### src/rtl/fxp_div_pkg.sv
// Shared types and helpers for the sequential fixed-point divider.
package fxp_div_pkg;

  typedef enum logic [1:0] {
    IDLE = 2'd0,
    RUN  = 2'd1,
    DONE = 2'd2
  } state_t;

  // The counter only has to reach W+F-1; it never wraps past W+F.
  function automatic int cnt_width(input int w, input int f);
    return $clog2(w + f + 1);
  endfunction

endpackage

### src/rtl/fxp_div_step.sv
// One restoring division step: shift the next dividend bit into the
// remainder, subtract the divisor if it fits, and emit the quotient bit.
module fxp_div_step #(
  parameter int W = 10
) (
  input  logic [W:0]   i_acc,
  input  logic         i_d_msb,
  input  logic [W-1:0] i_b,
  output logic [W:0]   o_acc,
  output logic         o_qbit
);

  localparam int AW = W + 1;

  // One spare bit above the remainder so the shift can never lose the MSB.
  logic [W+1:0] w_shift;

  always_comb begin
    w_shift = {i_acc, i_d_msb};
    o_qbit  = (w_shift >= {2'b00, i_b});
    o_acc   = o_qbit ? AW'(w_shift - {2'b00, i_b}) : w_shift[W:0];
  end

endmodule

### src/rtl/fxp_divider_seq.sv
// Sequential unsigned Q(W-F).F divider, one quotient bit per cycle.
// Define FXP_DIV_SAT_EN to saturate q to all ones on overflow.
module fxp_divider_seq
  import fxp_div_pkg::*;
#(
  parameter int W = 10,
  parameter int F = 5
) (
  input  logic         clk,
  input  logic         rst,
  input  logic         start,
  input  logic [W-1:0] a,
  input  logic [W-1:0] b,
  output logic         busy,
  output logic         done,
  output logic [W-1:0] q,
  output logic         ov,
  output logic         dvz
);

  localparam int DW = W + F;
  localparam int CW = cnt_width(W, F);

  state_t        r_state;
  state_t        w_state_next;
  logic [W:0]    r_acc;
  logic [DW-1:0] r_d;
  logic [DW-1:0] r_qint;
  logic [W-1:0]  r_b;
  logic [CW-1:0] r_cnt;
  logic [W-1:0]  r_q;
  logic          r_ov;
  logic          r_dvz;

  logic [W:0]    w_acc_next;
  logic          w_qbit;
  logic          w_accept;
  logic          w_last;
  logic [DW-1:0] w_qint_next;
  logic          w_ov_next;
  logic [W-1:0]  w_q_next;

  assign w_accept    = start && ((r_state == IDLE) || (r_state == DONE));
  assign w_last      = (r_state == RUN) && (r_cnt == CW'(DW - 1));
  assign w_qint_next = {r_qint[DW-2:0], w_qbit};

  fxp_div_step #(.W(W)) u_step (
    .i_acc   (r_acc),
    .i_d_msb (r_d[DW-1]),
    .i_b     (r_b),
    .o_acc   (w_acc_next),
    .o_qbit  (w_qbit)
  );

  // Any quotient bit above the low W bits means the result does not fit.
  generate
    if (F > 0) begin : g_ov
      assign w_ov_next = |w_qint_next[DW-1:W];
    end else begin : g_no_ov
      assign w_ov_next = 1'b0;
    end
  endgenerate

`ifdef FXP_DIV_SAT_EN
  assign w_q_next = w_ov_next ? '1 : w_qint_next[W-1:0];
`else
  assign w_q_next = w_qint_next[W-1:0];
`endif

  always_ff @(posedge clk) begin
    if (rst) begin
      r_state <= IDLE;
    end else begin
      r_state <= w_state_next;
    end
  end

  always_comb begin
    w_state_next = r_state;
    case (r_state)
      IDLE: if (start) w_state_next = (b != '0) ? RUN : DONE;
      RUN:  if (w_last) w_state_next = DONE;
      DONE: begin
        if (start) w_state_next = (b != '0) ? RUN : DONE;
        else       w_state_next = IDLE;
      end
      default: w_state_next = IDLE;
    endcase
  end

  always_ff @(posedge clk) begin
    if (rst) begin
      r_acc  <= '0;
      r_d    <= '0;
      r_qint <= '0;
      r_b    <= '0;
      r_cnt  <= '0;
      r_q    <= '0;
      r_ov   <= 1'b0;
      r_dvz  <= 1'b0;
    end else if (w_accept) begin
      if (b != '0) begin
        r_b    <= b;
        r_d    <= DW'(a) << F;
        r_acc  <= '0;
        r_qint <= '0;
        r_cnt  <= '0;
        r_q    <= '0;
        r_ov   <= 1'b0;
        r_dvz  <= 1'b0;
      end else begin
        // Divide by zero skips RUN and reports immediately.
        r_q    <= '1;
        r_ov   <= 1'b0;
        r_dvz  <= 1'b1;
      end
    end else if (r_state == RUN) begin
      r_acc  <= w_acc_next;
      r_d    <= {r_d[DW-2:0], 1'b0};
      r_qint <= w_qint_next;
      r_cnt  <= r_cnt + 1'b1;
      if (w_last) begin
        r_q  <= w_q_next;
        r_ov <= w_ov_next;
      end
    end
  end

  assign busy = (r_state == RUN);
  assign done = (r_state == DONE);
  assign q    = r_q;
  assign ov   = r_ov;
  assign dvz  = r_dvz;

endmodule

### config.mk
export PLATFORM = sky130hd
export DESIGN_NAME = fxp_divider_seq
export DESIGN_NICKNAME = d
export VERILOG_FILES = /design/src/rtl/fxp_div_pkg.sv /design/src/rtl/fxp_div_step.sv /design/src/rtl/fxp_divider_seq.sv
export SDC_FILE = /design/constraint.sdc
export NUM_CORES = 1
export LEC_CHECK = 0
export ABC_CLOCK_PERIOD_IN_PS = 3700
export BUFFER_PORTS_ARGS = -buffer_cell sky130_fd_sc_hd__buf_2
export CORE_ASPECT_RATIO = 0.6
export CORE_MARGIN = 2
export CORE_UTILIZATION = 40
export CTS_BUF_LIST = sky130_fd_sc_hd__clkbuf_8
export DETAILED_ROUTE_END_ITERATION = 8
export GPL_ROUTABILITY_DRIVEN = 0
export HOLD_SLACK_MARGIN = 0.03
export PLACE_DENSITY = 0.61
export SYNTH_ARGS = -nofsm -noshare
export SYNTH_HDL_FRONTEND = slang
export SYNTH_SLANG_ARGS = --single-unit
### constraint.sdc
create_clock -name clk -period 3.7 [get_ports clk]
set_input_delay 0.37 -clock clk [delete_from_list [all_inputs] [get_ports clk]]
set_output_delay 0.37 -clock clk [all_outputs]
set_load 0.02 [all_outputs]
==> results of run 1 <==
## worst paths after layout
check             slack [ps]  cells past startpoint                    end
setup / recovery        1010                     10  r_acc[0]$_SDFFE_PP0P_
hold reg to reg          460                      2   r_d[10]$_SDFFE_PP0P_
setup reg to reg        1010                     10  r_acc[0]$_SDFFE_PP0P_
hold / removal           260                      3    r_d[5]$_SDFFE_PP0P_
## metal layers
layer,vias to the layer above,GRT usage,wire [µm]
met5,-,0,0
met4,0,0.06024,58
met3,5,0.05056,428
met2,76,0.2625,2841
met1,1209,0.3012,4014
li1,1333,-,-
## cell families (layout without fill, tap and decap cells)
kind of cell	after synthesis	count (layout)	share of synthesized area
AOI/OAI and AO/OA	105	105	0.2303
xor gates and xnor gates	6	6	0.01765
adders and majority gates	13	13	0.05714
buffers and inverters	36	73	0.05294
DFF	63	63	0.4235
muxes	9	9	0.03025
and+or+nand+nor	127	127	0.1882
## synthesized netlist by cell type, types with 4 or more instances
| library cell | count |
|---|---|
| a211oi_1 | 4 |
| a21oi_1 | 30 |
| a22oi_1 | 25 |
| a31oi_1 | 13 |
| clkbuf_1 | 11 |
| dfxtp_1 | 63 |
| ha_1 | 12 |
| inv_1 | 18 |
| mux2i_1 | 9 |
| nand2_1 | 66 |
| nand3_1 | 5 |
| nor2_1 | 32 |
| nor4_1 | 4 |
| o21ai_0 | 14 |
| xor2_1 | 4 |
## tightest hold or removal path, delay by kind of cell
kind                   cells  cell delay, ps
AOI/OAI and AO/OA          1              50
buffers and inverters      1             100
and+or+nand+nor            1              40
## power by group
part | internal [mW] | leakage (nW) | switching [mW]
registers | 0.732 | 0.514 | 0.0415
clock network | 0.300 | 0.0998 | 0.260
logic | 0.292 | 0.775 | 0.399
total | 1.32 | 1.39 | 0.701
## state kept, by name, summed over array words and instances, names as in the netlist
| register | cells |
|---|---|
| ov | 1 |
| q | 10 |
| r_qint | 14 |
| r_state | 2 |
| r_cnt | 4 |
| r_d | 10 |
| dvz | 1 |
| r_acc | 11 |
| r_b | 10 |
## cell type report
| class | instances | area (µm²) | area share |
|---|---|---|---|
| Clock inverter | 6 | 53.80 | 0.01580 |
| Multi-Input combinational cell | 260 | 1559 | 0.4578 |
| Timing Repair Buffer | 40 | 210.2 | 0.06172 |
| Tap cell | 104 | 130.1 | 0.03821 |
| Sequential cell | 63 | 1261 | 0.3703 |
| Clock buffer | 9 | 123.9 | 0.03637 |
| Inverter | 18 | 67.56 | 0.01984 |
==> impl_metrics.py, run 1 <==
metrics = {
    "placement": {
        "dp_worst_setup_slack_ps": 1063,
        "dp.cells": 485,
        "hpwl_mm": 5.224,
        "placed_cell_area_um2": 3228,
        "numPortBuffers": 36,
    },
    "floorplanning": {
        "start_util": 0.4115,
        "die_w_um": 115.4,
        "io_pins": 37,
        "core_area_um2": 7237,
        "die_h_um": 70.84,
        "die-area_um2": 8174,
        "rows": 24,
    },
    "timing": {
        "rsz0062_at_grt": "false",
        "setup_viol": 0,
        "slew_violations": 0,
        "maxSlewHeadroom": 0.3501,
        "fin_ws_ps": 1013,
        "skew_ps": 7.917,
        "min_period_ps": 2687,
        "timing.final.crit_share": 0.7261,
        "tightest_slew_ps": 972.8,
        "fin_setup_tns_ps": 0,
        "finalHoldViolCount": 0,
        "fin_hold_ws_ps": 259.7,
        "fmax_mhz": 372.2,
    },
    "run": {
        "maxCapViolCount": 0,
    },
    "setup_path": {
        "critPathBufInv": 2,
        "start_kind": "register",
        "path_cells": "inv_1 > ha_1 > inv_1 > fa_1 > nand3_1 > nand4_1 > a21oi_1 > nand2_1 > mux2i_1 > a32o_1",
        "cp_max_fo": 12,
        "required_ps": 3940,
        "cp_top_family": "simple AND/OR/NAND/NOR gates",
        "cpPeakStageDelay_ps": 440,
        "crit_type": "reg2reg",
        "crit-reg2reg-launch": "r_d[14]$_SDFFE_PP0P_",
        "endpoint_kind": "register",
        "crit_path_start": "r_d[14]$_SDFFE_PP0P_",
        "slowest_stage": "nand2_1",
        "crit_arrival_ps": 2920,
        "worst_path_most_repeated_cell": "inv_1",
    },
    "detailed_routing": {
        "drt-initial-drc-count": 180,
        "wl_per_cell_um": 14.68,
        "vias": 2623,
        "vias_per_cell": 5.246,
        "first_pass_iters": 5,
        "antenna_left": 0,
        "route.detailed.drc": 0,
        "drt-total-wl_mm": 7.342,
    },
    "power_and_ir_drop": {
        "p_leak_nw": 1.388,
        "peakVddDrop_uv": 245.7,
        "finalPower_mw": 2.026,
        "cellPowerDensity_nw_per_um2": 594.8,
    },
    "cts": {
        "cts_sinks": 63,
        "clk-insertion-delay-late_ps": 340,
        "cts_tree": "done",
        "clk_pin_slew_worst_paths_ps": 70,
        "cts_buffer_depth": 2,
        "cts_resized": 0,
        "cts_hold_repair.buffers": 0,
        "htreeDepth": 3,
        "post_cts_buffers": 0,
        "numCtsBuffers": 9,
        "cts-root-buf": "clkbuf_8",
    },
    "finish": {
        "num-fill-cells": 719,
        "antenna_cells": 0,
        "layout_commonest_cell": "nand2_1",
        "final_cells": 500,
        "drive_above_1_share": 0.1540,
        "mostFrequentLayoutCells": "66 x nand2_1, 63 x dfxtp_1, 36 x buf_2",
        "utilization": 0.4706,
        "final_design_area_no_fill_um2": 3406,
        "syn2layout_area_growth_pct": 14.37,
        "layout.nets": 428,
    },
    "grt": {
        "grt_max_degree": 43,
        "grt_overflow": 0,
        "grt_pass1_wl_mm": 12.44,
        "grt_usage": 0.1954,
        "grt_pass1_vias": 2477,
        "antenna_found_initial": 0,
    },
    "logic_synthesis": {
        "postSynthNetCount": 395,
        "ys_async_sr_fraction": 0,
        "postSynthCellCount": 359,
        "synth_ff_type": "dfxtp_1",
        "avgSynthCellArea_um2": 8.295,
        "netlist.area_leader.share": 0.4235,
        "synth_area_um2": 2978,
        "synth_warnings": 0,
        "ys_types": 49,
        "yosysSeqAreaShare": 0.4235,
        "synth_edf_count": 0,
        "yosysTopAreaCell": "dfxtp_1",
        "synth_seq_cells": 63,
        "synth.top_cells.by_area": "dfxtp_1 42%, nand2_1 8.3%, a22oi_1 6.3%, a21oi_1 5.0%, ha_1 5.0%",
    },
    "min_path": {
        "hold_class": "in2reg",
        "worstHoldStart": "a[0]",
    },
    "outcome": {
        "outcome": "completed",
    },
}
Power figures use the tool's default switching activity.
==> run 2: changes to the inputs <==
Settings changed: ABC_CLOCK_PERIOD_IN_PS 3700 to 2520.
Clock period 3.7 ns to 2.52 ns, I/O delays scaled along.
==> impl_metrics.py, run 2 (synthesized netlist as in run 1, its figures left out) <==
metrics = {
    "cts": {
        "cts-root-buf": "clkbuf_8",
        "clk_pin_slew_worst_paths_ps": 70,
        "post_cts_buffers": 0,
        "cts_resized": 0,
        "cts_sinks": 63,
        "cts_buffer_depth": 2,
        "cts_hold_repair.buffers": 0,
        "cts_tree": "done",
        "htreeDepth": 3,
        "numCtsBuffers": 9,
        "clk-insertion-delay-late_ps": 350,
    },
    "detailed_routing": {
        "drt-initial-drc-count": 251,
        "vias": 2725,
        "antenna_left": 0,
        "drt-total-wl_mm": 7.683,
        "vias_per_cell": 5.343,
        "first_pass_iters": 4,
        "wl_per_cell_um": 15.06,
        "route.detailed.drc": 0,
    },
    "setup_path": {
        "crit_arrival_ps": 2480,
        "ff2ff_setup_slack_ps": 260,
        "worst_path_most_repeated_cell": "inv_1",
        "endpoint_kind": "register",
        "r2r_end": "r_acc[2]$_SDFFE_PP0P_",
        "cpPeakStageDelay_ps": 400,
        "cp_max_fo": 6,
        "required_ps": 2740,
        "path_cells": "inv_1 > ha_1 > inv_1 > fa_1 > nand3_1 > nand4_1 > a21oi_1 > nand2_1 > buf_4 > mux2i_1 > o21ai_0",
        "slowest_stage": "fa_1",
        "r2r_cells": 11,
        "crit-reg2reg-launch": "r_d[14]$_SDFFE_PP0P_",
        "start_kind": "register",
        "crit_type": "reg2reg",
    },
    "power_and_ir_drop": {
        "cellPowerDensity_nw_per_um2": 894.8,
        "peakVddDrop_uv": 337.7,
        "p_leak_nw": 1.430,
    },
    "min_path": {
        "hold-path-cell-count": 3,
        "worstHoldStart": "b[1]",
        "min_to": "r_b[1]$_SDFFE_PP0P_",
        "hold_class": "in2reg",
    },
    "floorplanning": {
        "die_w_um": 115.4,
        "core_area_um2": 7237,
        "rows": 24,
        "die-area_um2": 8174,
        "start_util": 0.4115,
        "die_h_um": 70.84,
        "io_pins": 37,
    },
    "finish": {
        "reg_top3": "r_qint x14, r_acc x11",
        "ff_latch_area_um2": 1261,
        "drive_above_1_share": 0.1773,
        "layout_commonest_cell": "nand2_1",
        "mostFrequentLayoutCells": "66 x nand2_1, 63 x dfxtp_1, 36 x buf_2",
        "syn2layout_area_growth_pct": 17.31,
        "num-fill-cells": 719,
        "max_flop_register": "r_qint",
        "largest_register_ffs": 14,
        "multi_input_area_um2": 1559,
        "antenna_cells": 0,
        "layout.nets": 437,
    },
    "grt": {
        "grt_usage": 0.2034,
        "grt_pass1_wl_mm": 12.81,
        "grt_pass1_vias": 2502,
        "grt_overflow": 0,
        "grt_max_degree": 29,
        "antenna_found_initial": 0,
    },
    "timing": {
        "tightest_slew_ps": 685.8,
        "fin_setup_tns_ps": 0,
        "rsz0062_at_grt": "false",
        "skew_ps": 9.109,
        "min_period_ps": 2259,
        "fmax_mhz": 442.7,
        "slew_violations": 0,
        "maxSlewHeadroom": 0.5386,
        "timing.final.crit_share": 0.8965,
        "finalHoldViolCount": 0,
        "fin_hold_ws_ps": 153.5,
        "setup_viol": 0,
    },
    "outcome": {
        "outcome": "completed",
    },
    "placement": {
        "hpwl_mm": 5.462,
        "numPortBuffers": 36,
    },
    "run": {
        "maxCapViolCount": 0,
    },
}
run 2: layer usage:
| layer | share of wire | global-route usage | vias up |
|---|---|---|---|
| met4 | 0.012 | 0.06560 | 0 |
| met1 | 0.52 | 0.3174 | 1257 |
| li1 | - | - | 1353 |
| met2 | 0.38 | 0.2476 | 104 |
| met5 | 0 | 0 | - |
| met3 | 0.090 | 0.07883 | 11 |
run 2: worst max-delay path by stage:
stage / start / to / slack (ps) / cells after the start
2_1_floorplan: r_d[14]$_SDFFE_PP0P_ / r_acc[2]$_SDFFE_PP0P_ / 460 / 11
6_report: r_d[14]$_SDFFE_PP0P_ / r_acc[2]$_SDFFE_PP0P_ / 260 / 11
3_3_place_gp: r_d[14]$_SDFFE_PP0P_ / r_acc[7]$_SDFFE_PP0P_ / 380 / 11
4_1_cts: r_d[14]$_SDFFE_PP0P_ / r_acc[2]$_SDFFE_PP0P_ / 260 / 11
3_5_place_dp: r_d[14]$_SDFFE_PP0P_ / r_acc[2]$_SDFFE_PP0P_ / 290 / 11
5_1_grt: r_d[14]$_SDFFE_PP0P_ / r_acc[2]$_SDFFE_PP0P_ / 50 / 11
run 2: through the flow:
| step | total power, mW | instance area [µm²] | instances | utilization | worst slack, ps |
|---|---|---|---|---|---|
| 2_1_floorplan | 1.985 | 2978 | 359 | - | 459.8 |
| 3_3_place_gp | 2.233 | 3296 | 494 | 0.4554 | 382.8 |
| 3_5_place_dp | 2.248 | 3296 | 494 | 0.4554 | 294.4 |
| 4_1_cts | 3.143 | 3493 | 510 | 0.4827 | 259.6 |
| 5_1_grt | 3.320 | 3493 | 510 | 0.4827 | 46.87 |
| 6_report | 3.126 | 3493 | 510 | 0.4827 | 260.9 |
run 2: where the power goes:
group	switching (mW)	leakage, nW	internal, mW	total [mW]
Clock	0.400	0.0981	0.478	0.877
Sequential	0.0589	0.514	1.07	1.13
Combinational	0.614	0.818	0.501	1.12
Total	1.07	1.43	2.05	3.13
run 2: critical path: cells and delay by family, from the launching register on:
kind / cells / cell delay (ps)
compound gates: 2 / 280
flops: 1 / 310
mux: 1 / 140
buf+inv: 3 / 350
fa+ha+maj: 2 / 620
simple gates: 3 / 420
run 2: cell type report:
type	count	share of cell area
Tap cell	104	0.03725
Clock buffer	10	0.03940
Clock inverter	6	0.01719
Sequential cell	63	0.3610
Timing Repair Buffer	49	0.07951
Multi-Input combinational cell	260	0.4463
Inverter	18	0.01934
==> run 3: changes to the inputs <==
Settings changed: CELL_PAD_IN_SITES_DETAIL_PLACEMENT set to 0, CELL_PAD_IN_SITES_GLOBAL_PLACEMENT set to 2, CORE_UTILIZATION 40 to 36, PLACE_DENSITY 0.61 to 0.84.
==> impl_metrics.py, run 3 (synthesized netlist as in run 1, its figures left out) <==
metrics = {
    "cts": {
        "clk-insertion-delay-late_ps": 350,
        "htreeDepth": 3,
        "post_cts_buffers": 0,
        "numCtsBuffers": 9,
        "cts_tree": "done",
        "cts_resized": 0,
        "cts_hold_repair.buffers": 0,
        "cts_sinks": 63,
        "cts-root-buf": "clkbuf_8",
        "clk_pin_slew_worst_paths_ps": 70,
        "cts_buffer_depth": 2,
    },
    "power_and_ir_drop": {
        "cellPowerDensity_nw_per_um2": 891.3,
        "peakVddDrop_uv": 339.5,
        "p_leak_nw": 1.430,
    },
    "detailed_routing": {
        "antenna_left": 0,
        "drt-initial-drc-count": 219,
        "vias_per_cell": 5.193,
        "wl_met2_mm": 2.872,
        "vias": 2659,
        "wl_met1_mm": 4.323,
        "highest_layer": "met4",
        "first_pass_iters": 5,
        "wl_per_cell_um": 15.10,
        "drt-total-wl_mm": 7.732,
        "met3WireLength_um": 504,
        "route.detailed.drc": 0,
    },
    "timing": {
        "slew_violations": 0,
        "rsz0062_at_grt": "false",
        "timing.final.crit_share": 0.9057,
        "maxSlewHeadroom": 0.4969,
        "skew_ps": 6.887,
        "fmax_mhz": 438.1,
        "fin_setup_tns_ps": 0,
        "setup_viol": 0,
        "tightest_slew_ps": 751.9,
        "finalHoldViolCount": 0,
        "min_period_ps": 2282,
    },
    "placement": {
        "hpwl_mm": 5.559,
        "numPortBuffers": 36,
    },
    "floorplanning": {
        "io_pins": 37,
        "die-area_um2": 9039,
        "die_w_um": 121.4,
        "die_h_um": 74.45,
        "rows": 25,
        "start_util": 0.3748,
        "core_area_um2": 7945,
    },
    "setup_path": {
        "cp_max_fo": 8,
        "endpoint_kind": "register",
        "start_kind": "register",
        "crit_type": "reg2reg",
        "crit_arrival_ps": 2510,
        "required_ps": 2740,
    },
    "finish": {
        "mostFrequentLayoutCells": "66 x nand2_1, 63 x dfxtp_1, 36 x buf_2",
        "largest_register_ffs": 14,
        "drive_above_1_share": 0.1708,
        "syn2layout_area_growth_pct": 17.23,
        "max_flop_register": "r_qint",
        "layout_commonest_cell": "nand2_1",
        "reg_top3": "r_qint x14, r_acc x11",
        "utilization": 0.4394,
        "layout.nets": 436,
        "antenna_cells": 0,
    },
    "outcome": {
        "outcome": "completed",
    },
    "grt": {
        "grt_max_degree": 43,
        "grt_usage": 0.1852,
        "antenna_found_initial": 0,
        "grt_pass1_vias": 2435,
        "grt_pass1_wl_mm": 12.62,
        "grt_overflow": 0,
    },
    "min_path": {
        "hold_class": "in2reg",
    },
    "run": {
        "maxCapViolCount": 0,
    },
}
## run 3: worst paths after layout
kind / slack, ps / end / cells past startpoint / startpoint
worst max-delay path: 240 / r_acc[5]$_SDFFE_PP0P_ / 11 / r_d[14]$_SDFFE_PP0P_
worst min-delay path: 150 / r_b[1]$_SDFFE_PP0P_ / 3 / b[1]
worst max register to register: 240 / r_acc[5]$_SDFFE_PP0P_ / 11 / r_d[14]$_SDFFE_PP0P_
worst min register to register: 460 / r_d[10]$_SDFFE_PP0P_ / 2 / r_d[10]$_SDFFE_PP0P_
## run 3: metal layers
| layer | global-route usage | vias up |
|---|---|---|
| li1 | - | 1351 |
| met1 | 0.2888 | 1233 |
| met2 | 0.2291 | 73 |
| met3 | 0.05905 | 2 |
| met4 | 0.06769 | 0 |
| met5 | 0 | - |
## run 3: report_power, final
group | total [mW] | internal (mW) | leakage, nW | switching, mW
clock network | 0.887 | 0.500 | 0.103 | 0.387
logic | 1.09 | 0.476 | 0.814 | 0.617
registers | 1.13 | 1.08 | 0.514 | 0.0569
total | 3.11 | 2.05 | 1.43 | 1.06
## run 3: area by class of cell
class                           instances  area (µm²)
Clock inverter                          4       46.29
Sequential cell                        63        1261
Multi-Input combinational cell        260        1559
Tap cell                              108       135.1
Timing Repair Buffer                   48       270.3
Fill cell                             836        4454
Clock buffer                           11       151.4
Inverter                               18       67.56
## run 3: critical path, cell delays in order (launching register included)
cell	delay, ps
dfxtp_1	310
inv_1	70
ha_1	200
inv_1	70
fa_1	400
nand3_1	150
nand4_1	100
a21oi_1	190
nand2_1	190
buf_4	230
mux2i_1	160
o21ai_0	80
## run 3: stage by stage
step	hold WS, ps	setup slack, ps	cells	cell area (µm²)	total power [mW]
6_report	151.7	237.6	512	3491	3.111
2_1_floorplan	388.0	459.8	359	2978	1.985
3_5_place_dp	448.7	246.6	497	3293	2.234
3_3_place_gp	444.0	360.8	497	3293	2.230
4_1_cts	135.8	235.0	512	3491	3.127
5_1_grt	139.4	40.03	512	3491	3.304
